--- src/rtl/postprocess_result_buffer.sv ---
// Result FIFO behind PostProcess: buffers float pairs and serialises them as
// tagged 32-bit words with class decision and frame framing.
module postprocess_result_buffer #(
    parameter int DEPTH     = 8,
    parameter int FRAME_LEN = 4,
    parameter int ITER_W    = 9
) (
    input  logic                       clk,
    input  logic                       rst_b,
    input  logic                       clear,
    input  logic                       in_valid,
    input  logic [ITER_W-1:0]          in_iter,
    input  logic [31:0]                in_float0,
    input  logic [31:0]                in_float1,
    output logic                       out_valid,
    input  logic                       out_ready,
    output logic [31:0]                out_data,
    output logic                       out_sel,
    output logic [ITER_W-1:0]          out_iter,
    output logic                       out_class,
    output logic                       out_last,
    output logic                       frame_done,
    output logic                       overflow,
    output logic [$clog2(DEPTH):0]     level
);

    localparam int PW = $clog2(DEPTH);
    localparam int LW = PW + 1;
    localparam int FW = (FRAME_LEN > 1) ? $clog2(FRAME_LEN) : 1;

    typedef struct packed {
        logic [ITER_W-1:0] iter;
        logic [31:0]       f0;
        logic [31:0]       f1;
    } entry_t;

    typedef enum logic [1:0] {
        EMPTY = 2'd0,
        WORD0 = 2'd1,
        WORD1 = 2'd2
    } state_t;

    state_t          state_q, state_d;
    entry_t          mem_q [DEPTH];
    entry_t          mem_d [DEPTH];
    logic [PW-1:0]   wptr_q, wptr_d;
    logic [PW-1:0]   rptr_q, rptr_d;
    logic [LW-1:0]   level_q, level_d;
    logic [FW-1:0]   fcnt_q, fcnt_d;
    logic            ovf_q, ovf_d;
    logic            done_q, done_d;

    entry_t          head;
    logic            pop;
    logic            push;
    logic            full;
    logic            at_last;
    logic            is_nan;

    always_comb begin
        head    = mem_q[rptr_q];
        at_last = (fcnt_q == FW'(FRAME_LEN - 1));
        full    = (level_q == LW'(DEPTH));
        pop     = (state_q == WORD1) && out_ready;
        // A full FIFO still takes a pair when the head leaves this cycle
        push    = in_valid && (!full || pop);
    end

    always_comb begin
        state_d = state_q;
        mem_d   = mem_q;
        wptr_d  = wptr_q;
        rptr_d  = rptr_q;
        level_d = level_q;
        fcnt_d  = fcnt_q;
        ovf_d   = ovf_q;
        done_d  = 1'b0;
        if (clear) begin
            state_d = EMPTY;
            wptr_d  = '0;
            rptr_d  = '0;
            level_d = '0;
            fcnt_d  = '0;
            ovf_d   = 1'b0;
        end else begin
            if (push) begin
                mem_d[wptr_q] = '{iter: in_iter, f0: in_float0, f1: in_float1};
                wptr_d        = wptr_q + PW'(1);
            end else if (in_valid) begin
                ovf_d = 1'b1;
            end
            if (pop) begin
                rptr_d = rptr_q + PW'(1);
                fcnt_d = at_last ? '0 : fcnt_q + FW'(1);
                done_d = at_last;
            end
            level_d = level_q + LW'(push) - LW'(pop);
            unique case (state_q)
                EMPTY: if (level_q != '0) state_d = WORD0;
                WORD0: if (out_ready) state_d = WORD1;
                WORD1: if (out_ready) state_d = (level_d != '0) ? WORD0 : EMPTY;
                default: state_d = EMPTY;
            endcase
        end
    end

    always_ff @(posedge clk or negedge rst_b) begin
        if (!rst_b) begin
            state_q <= EMPTY;
            wptr_q  <= '0;
            rptr_q  <= '0;
            level_q <= '0;
            fcnt_q  <= '0;
            ovf_q   <= 1'b0;
            done_q  <= 1'b0;
            for (int i = 0; i < DEPTH; i++) mem_q[i] <= '0;
        end else begin
            state_q <= state_d;
            wptr_q  <= wptr_d;
            rptr_q  <= rptr_d;
            level_q <= level_d;
            fcnt_q  <= fcnt_d;
            ovf_q   <= ovf_d;
            done_q  <= done_d;
            mem_q   <= mem_d;
        end
    end

    always_comb begin
        out_valid = (state_q != EMPTY);
        out_sel   = (state_q == WORD1);
        out_last  = (state_q == WORD1) && at_last;
        out_iter  = out_valid ? head.iter : '0;
        unique case (state_q)
            WORD0:   out_data = head.f0;
            WORD1:   out_data = head.f1;
            default: out_data = '0;
        endcase
        // Magnitude compare works on the raw bits; NaN must be excluded
        is_nan    = (&out_data[30:23]) && (|out_data[22:0]);
        out_class = !out_data[31] && (out_data[30:0] > 31'h3F000000) && !is_nan;
    end

    assign frame_done = done_q;
    assign overflow   = ovf_q;
    assign level      = level_q;

endmodule

--- config.mk ---
export PLATFORM = sky130hd
export DESIGN_NAME = postprocess_result_buffer
export DESIGN_NICKNAME = d
export VERILOG_FILES = /design/src/rtl/postprocess_result_buffer.sv
export SDC_FILE = /design/constraint.sdc
export NUM_CORES = 1
export LEC_CHECK = 0
export BUFFER_PORTS_ARGS = -buffer_cell sky130_fd_sc_hd__buf_2
export CORE_MARGIN = 10
export CORE_UTILIZATION = 40
export DETAILED_ROUTE_END_ITERATION = 6
export PLACE_DENSITY_LB_ADDON = 0.05
export SYNTH_ARGS = -nofsm -noshare
export SYNTH_HDL_FRONTEND = slang
export SYNTH_SLANG_ARGS = --single-unit
--- constraint.sdc ---
create_clock -name clk -period 4 [get_ports clk]
set_input_delay 0.6 -clock clk [delete_from_list [all_inputs] [get_ports clk]]
set_output_delay 0.6 -clock clk [all_outputs]
set_load 0.02 [all_outputs]
# After elaboration in Yosys (flattened, before gate mapping)
# Cells that the tools add are included.
# totals
regBits	600
output_inout_bits	51
wordCells	101
# op_classes
addsub	5
magnitude_cmp	4
eq_ne	8
mux	27
bitwise_logic	3
reduce_logical	23
# op_table
operator	n
584-bit bitwise mux	1
73-bit binary-select mux with 3-bit select	1
73-bit demux with 3-bit select	1
73-bit 2-to-1 mux	3
32-bit case mux with 2 select lines	1
31-bit by 30-bit > comparator with 1-bit output (second input constant)	1
23-bit OR reduction	1
2-bit 2-to-1 mux	7
3-bit 2-to-1 mux	4
9-bit 2-to-1 mux	1
3-bit inequality test (second input constant)	3
4-bit >= comparator (second input constant)	2
3-bit NOT with 4-bit output	2
8-bit AND reduction	1
2-bit nonzero test	4
4-bit nonzero test	2
1-bit logical AND	7
3-bit by 1-bit adder with 3-bit output (second input constant)	2
1-bit 2-to-1 mux	6
2-bit case mux with 3 select lines	1
4-bit by 1-bit adder with 4-bit output	1
2-bit == test (second input constant)	2
4-bit == test (second input constant)	1
4-bit by 1-bit < comparator with 1-bit output (second input constant)	1
11 further kinds	14

# Depth between registers and ports, before layout
# depth
ltp_word	11
mapped_depth	17
ltp_nobuf	16

# Worst setup path before layout
# OpenSTA, ideal clock, no wires.
# synth_path
path_kind	register to output
from	reg state_q[0]
to	out out_class
arrival_time_ns	2.749
required_time_ns	3.400
slack_ns	0.651
path_stages_with_launch	12
path_buffers	2
cell_sequence	dfrtp_1 > inv_1 > ha_1 > buf_2 > and2_1 > clkbuf_1 > nand2_1 > o21ai_0 > nor4_1 > and4_1 > and3_1 > a211oi_2
# synth_between
elab_chain_len	6
# synth_lines
element	line	source
from (decl)	43	state_t state_q, state_d;
from (signal assigned)	118	state_q <= state_d;
2-bit == test *	-	
named net out_sel	18	output logic out_sel,
32-bit case mux with 2 select lines *	134	unique case (state_q)
named net out_data[8]	17	output logic [31:0] out_data,
parallel branches: the longest is 3 deep, another holds 31-bit by 30-bit > comparator with 1-bit output	-	
1-bit logical AND *	141	out_class = !out_data[31] && (out_data[30:0] > 31'h3F000000) && !is_nan;
to (decl)	20	output logic out_class,
# Mark *: on every way through the listed nets, which the timed path passes.

# Worst setup path after layout
# layout_path
from	reg rptr_q[0]
to	out out_class
# layout_between
elab_chain_len	9
# layout_lines
element	line	source
from (decl)	47	logic [PW-1:0] rptr_q, rptr_d;
from (signal assigned)	120	rptr_q <= rptr_d;
3-bit NOT with 4-bit output (implied by the code) *	61	head = mem_q[rptr_q];
73-bit binary-select mux with 3-bit select *	61	
73-bit 2-to-1 mux (implied by the code) * (2 in a row)	61	
32-bit case mux with 2 select lines *	134	
parallel branches: the longest is 3 deep, another holds 31-bit by 30-bit > comparator with 1-bit output	-	
1-bit logical AND *	141	
# Every way passes the cells marked *. The select of a mux whose other input is x is not followed.

==> report_table.html <==
<table>
<tr><th>Metric</th><th>Value</th></tr>
<tr><th colspan="2">Finish</th></tr>
<tr><td>Highest-count cells in the layout ignoring fill and taps</td><td>597 x mux2_2, 597 x dfrtp_1, 126 x buf_2</td></tr>
<tr><td>Final #Nets</td><td>2120</td></tr>
<tr><td>Signed area change from the synthesized netlist to the final layout</td><td>18.9%</td></tr>
<tr><td>Ratio of cells with drive above 1 in the final layout</td><td>52.4%</td></tr>
<tr><td>Number of antenna diodes</td><td>0</td></tr>
<tr><td>Number of filler instances in the final layout</td><td>slightly above 6000</td></tr>
<tr><td>Final Non-Filler Cells</td><td>about 3000</td></tr>
<tr><th colspan="2">CTS</th></tr>
<tr><td>Clock sink count</td><td>600</td></tr>
<tr><td>Largest buffer count on any clock path</td><td>3</td></tr>
<tr><td>Clk Latency, worst-skew pair</td><td>0.60 ns</td></tr>
<tr><td>Clock tree root buffer cell</td><td>clkbuf_16</td></tr>
<tr><td>Clock-pin transition on the worst setup and hold timing paths</td><td>0.06 ns</td></tr>
<tr><td>Clock tree from TritonCTS</td><td>yes</td></tr>
<tr><td>Post-CTS Hold Buffers</td><td>0</td></tr>
<tr><td>Number of H-tree levels</td><td>3</td></tr>
<tr><td>Number of buffers created by CTS</td><td>70</td></tr>
<tr><th colspan="2">Critical path</th></tr>
<tr><td>Worst reg2reg path startpoint</td><td>state_q[0]</td></tr>
<tr><td>Reg-to-reg endpoint</td><td>state_q[0]</td></tr>
<tr><td>Arrival time at the worst endpoint</td><td>3.67 ns</td></tr>
<tr><td>Start-to-end type of the worst setup path</td><td>flop to output pin</td></tr>
<tr><td>Slack of the worst reg-to-reg path</td><td>0.54 ns</td></tr>
<tr><td>Capture point of the worst path</td><td>out_class</td></tr>
<tr><td>Critical path required time</td><td>3.40 ns</td></tr>
<tr><td>Crit. Startpoint</td><td>rptr_q[0]</td></tr>
<tr><td>Largest fanout of any net on the critical path</td><td>8</td></tr>
<tr><td>Endpoint class of the critical path</td><td>output pin</td></tr>
<tr><td>Kind of launch point of the worst setup path</td><td>flop</td></tr>
<tr><td>Cells on worst reg2reg path</td><td>17</td></tr>
<tr><th colspan="2">STA</th></tr>
<tr><td>Final-report setup violation count</td><td>1</td></tr>
<tr><td>Worst rel slew slack</td><td>43.7%</td></tr>
<tr><td>Max Freq</td><td>234 MHz</td></tr>
<tr><td>Setup TNS</td><td>-0.266 ns</td></tr>
<tr><td>Transition at the pin with the smallest max-transition slack</td><td>approximately 0.84 ns</td></tr>
<tr><td>Final setup slack of the worst path</td><td>-0.266 ns</td></tr>
<tr><td>Final Cycle Share</td><td>107%</td></tr>
<tr><td>Number of pins with negative max-slew slack in the final report</td><td>0</td></tr>
<tr><td>Final clock skew</td><td>0.0113 ns</td></tr>
<tr><td>Unrepaired setup endpoints after global routing</td><td>true</td></tr>
<tr><td>Final hold viol count</td><td>0</td></tr>
<tr><td>Final min period</td><td>4.27 ns</td></tr>
<tr><th colspan="2">Place</th></tr>
<tr><td>Number of input and output port buffers inserted</td><td>128</td></tr>
<tr><td>Placed wire-length estimate after detailed placement</td><td>47400 um</td></tr>
<tr><td>Gpl congestion</td><td>0.761</td></tr>
<tr><td>Cell Count Post-Placement</td><td>2805</td></tr>
<tr><th colspan="2">Detailed routing</th></tr>
<tr><td>Number of routed nets with antenna violations</td><td>0</td></tr>
<tr><td>Count of vias placed by the detailed router</td><td>16419</td></tr>
<tr><td>Number of DRC markers in iteration 0</td><td>about 890</td></tr>
<tr><td>Residual DRC</td><td>0</td></tr>
<tr><td>Pre-Repair DR Iteration Count</td><td>4</td></tr>
<tr><td>Detailed Route WL</td><td>75900 um</td></tr>
<tr><td>Vias/cell</td><td>between 5 and 6</td></tr>
<tr><td>Post-detailed-route wirelength per cell</td><td>25.7 um</td></tr>
<tr><th colspan="2">Power and ir drop</th></tr>
<tr><td>Switching Fraction</td><td>27.5%</td></tr>
<tr><td>Worst ir drop on vdd</td><td>0.313 mV</td></tr>
<tr><td>Power per standard cell area</td><td>579 nW/um2</td></tr>
<tr><td>Cell internal power dissipation</td><td>13.7 mW</td></tr>
<tr><td>Proportion of power drawn by the clock network</td><td>33.4%</td></tr>
<tr><td>Net switching power figure</td><td>5.20 mW</td></tr>
<tr><td>Logic pwr share</td><td>22.9%</td></tr>
<tr><td>Static leakage</td><td>between 15 and 20 nW</td></tr>
<tr><td>Sequential Power Share</td><td>a little over two fifths</td></tr>
<tr><th colspan="2">Logic synthesis</th></tr>
<tr><td>Register area share after synthesis</td><td>54.6%</td></tr>
<tr><td>Async S/R FF share, synth</td><td>100%</td></tr>
<tr><td>Net count after synthesis</td><td>1914</td></tr>
<tr><td>Most used flip-flop cell after synthesis</td><td>dfrtp_1</td></tr>
<tr><td>Per-instance average area after synthesis</td><td>15.1 um2</td></tr>
<tr><td>Synthesized area</td><td>27500 um2</td></tr>
<tr><td>Post-synth EDFFs</td><td>0</td></tr>
<tr><td>Total of flip-flops plus latches after synthesis</td><td>600</td></tr>
<tr><td>Gate Count Post-Synth</td><td>roughly 1800</td></tr>
<tr><td>Post-synth cell types</td><td>46</td></tr>
<tr><td>Number of warnings printed during yosys synthesis</td><td>0</td></tr>
<tr><th colspan="2">GRT</th></tr>
<tr><td>Wire length of the first global-routing pass</td><td>116000 um</td></tr>
<tr><td>Total global-route track usage</td><td>19.3%</td></tr>
<tr><td>Largest net degree at the start of global routing</td><td>95</td></tr>
<tr><td>Number of antenna violations at the first check in global routing</td><td>10</td></tr>
<tr><td>Vias in the first global route</td><td>17695</td></tr>
<tr><td>Overall overflow remaining after global route</td><td>0</td></tr>
<tr><th colspan="2">Floorplanning</th></tr>
<tr><td>Core Area</td><td>68300 um2</td></tr>
<tr><td>Area of the die</td><td>79600 um2</td></tr>
<tr><td>Width of the chip</td><td>282 um</td></tr>
<tr><td>Vertical extent of the die</td><td>282 um</td></tr>
<tr><td>Initial core utilization</td><td>between 40 and 50%</td></tr>
<tr><td>Total I/O pin count</td><td>129</td></tr>
<tr><td>Standard-cell row count</td><td>96</td></tr>
<tr><th colspan="2">Job</th></tr>
<tr><td>Max-Cap Viols</td><td>0</td></tr>
<tr><th colspan="2">Status</th></tr>
<tr><td>Status</td><td>finished with violations</td></tr>
<tr><td>Violated checks</td><td>negative setup slack</td></tr>
<tr><th colspan="2">Hold path</th></tr>
<tr><td>Type of the tightest min-delay check</td><td>input port to async pin</td></tr>
</table>
-- layer usage --
layer | share of wire, % | global-route usage [%] | wire length, um | vias to the layer above
met3 | 4.2 | 3.33 | 3190 | 108
met1 | 47 | 27.1 | 35800 | 8826
met2 | 47 | 30.8 | 35300 | 256
met4 | 1.9 | 5.10 | 1410 | 14
li1 | - | - | - | 7215
met5 | 0.13 | 0 | 98 | -
-- kinds of logic after synthesis --
group	count (synthesis)	share of synthesized area (%)
AOI/OAI and AO/OA	108	2.76
muxes	809	36.6
adders and majority gates	14	0.665
and+or+nand+nor	148	2.62
xor gates and xnor gates	6	0.191
DFF	600	54.6
buffers and inverters	137	2.51
-- Yosys cell counts, drive strengths merged (2+ instances only) --
library cell / instances / area share, %
a22oi: 54 / 1.5
xor2: 4 / 0.13
o211ai: 8 / 0.22
o2111ai: 3 / 0.096
nor2: 33 / 0.46
mux2: 597 / 24
nor4: 5 / 0.11
nor3b: 2 / 0.055
o21ai: 18 / 0.33
a221oi: 5 / 0.16
nor2b: 13 / 0.30
clkbuf: 69 / 0.94
mux4: 93 / 7.8
ha: 13 / 0.59
a21oi: 11 / 0.20
and2: 9 / 0.20
a22o: 2 / 0.064
buf: 51 / 1.3
a31oi: 3 / 0.068
nand4b: 2 / 0.064
inv: 17 / 0.23
xnor2: 2 / 0.064
dfrtp: 600 / 55
nor3: 5 / 0.091
nand2: 39 / 0.53
mux2i: 119 / 4.3
and3: 5 / 0.11
nand3: 30 / 0.55
-- repair_timing --
item	in CTS	in global routing
setup endpoints to repair	2	2
pin swaps	9	11
resized for setup	27	40
setup buffers	17	13
gates cloned	2	2
-- registers in the layout, summed over array words and instances (netlist names) --
name	count
mem_q	584
overflow	1
rptr_q	3
state_q	2
wptr_q	3
frame_done	1
fcnt_q	2
level	4
-- worst max-delay path, cell delays in order, from the launching register on --
cell and delay (ns):
dfrtp_4 0.51, buf_12 0.19, mux4_2 0.51, o211ai_1 0.27, nand2_2 0.13, nor4_4 0.28
buf_4 0.18, and4_4 0.24, nand4b_1 0.16, a211oi_4 0.31, buf_4 0.17, buf_6 0.11
-- through the flow --
step / hold WS (ns) / total power, mW / worst slack (ns) / area (um2) / util (%)
6_report: 0.0810 / 18.9 / -0.266 / 32700 / 47.8
5_1_grt: 0.131 / 19.9 / -0.380 / 32700 / 47.8
4_1_cts: 0.0910 / 19.1 / -0.392 / 32400 / 47.4
3_5_place_dp: 0.487 / 12.5 / 0.0135 / 29800 / 43.6
3_3_place_gp: 0.479 / 12.4 / -0.00204 / 29800 / 43.6
2_1_floorplan: 0.304 / 11.1 / 0.651 / 27500 / -
-- power by group through the flow --
stage | Clock [mW] | Sequential (mW) | Combinational (mW)
2_1_floorplan | 0 | 8.12 | 2.94
3_3_place_gp | 0 | 8.29 | 4.10
3_5_place_dp | 0 | 8.35 | 4.19
4_1_cts | 6.51 | 8.25 | 4.30
5_1_grt | 6.75 | 8.44 | 4.75
6_report | 6.31 | 8.26 | 4.34
-- how the worst min path moves through the flow --
stage,cells after the start,endpoint,from
floorplan,0,fcnt_q[0],rst_b
global placement,1,mem_q[319],mem_q[319]
detailed placement,1,mem_q[177],mem_q[177]
CTS,1,mem_q[326],rst_b
finish,1,mem_q[326],rst_b
global route,1,mem_q[326],rst_b
-- final cells by class --
cell class	count	area (um2)	area share, %
clock inverters	15	143	0.436
inverters	17	63.8	0.195
well taps	882	1100	3.38
clock buffers	105	2120	6.48
repair buffers	254	2180	6.68
multi-input cells	1085	12100	36.9
flip-flops and latches	600	15000	46.0
Power figures use the tool's default switching activity.
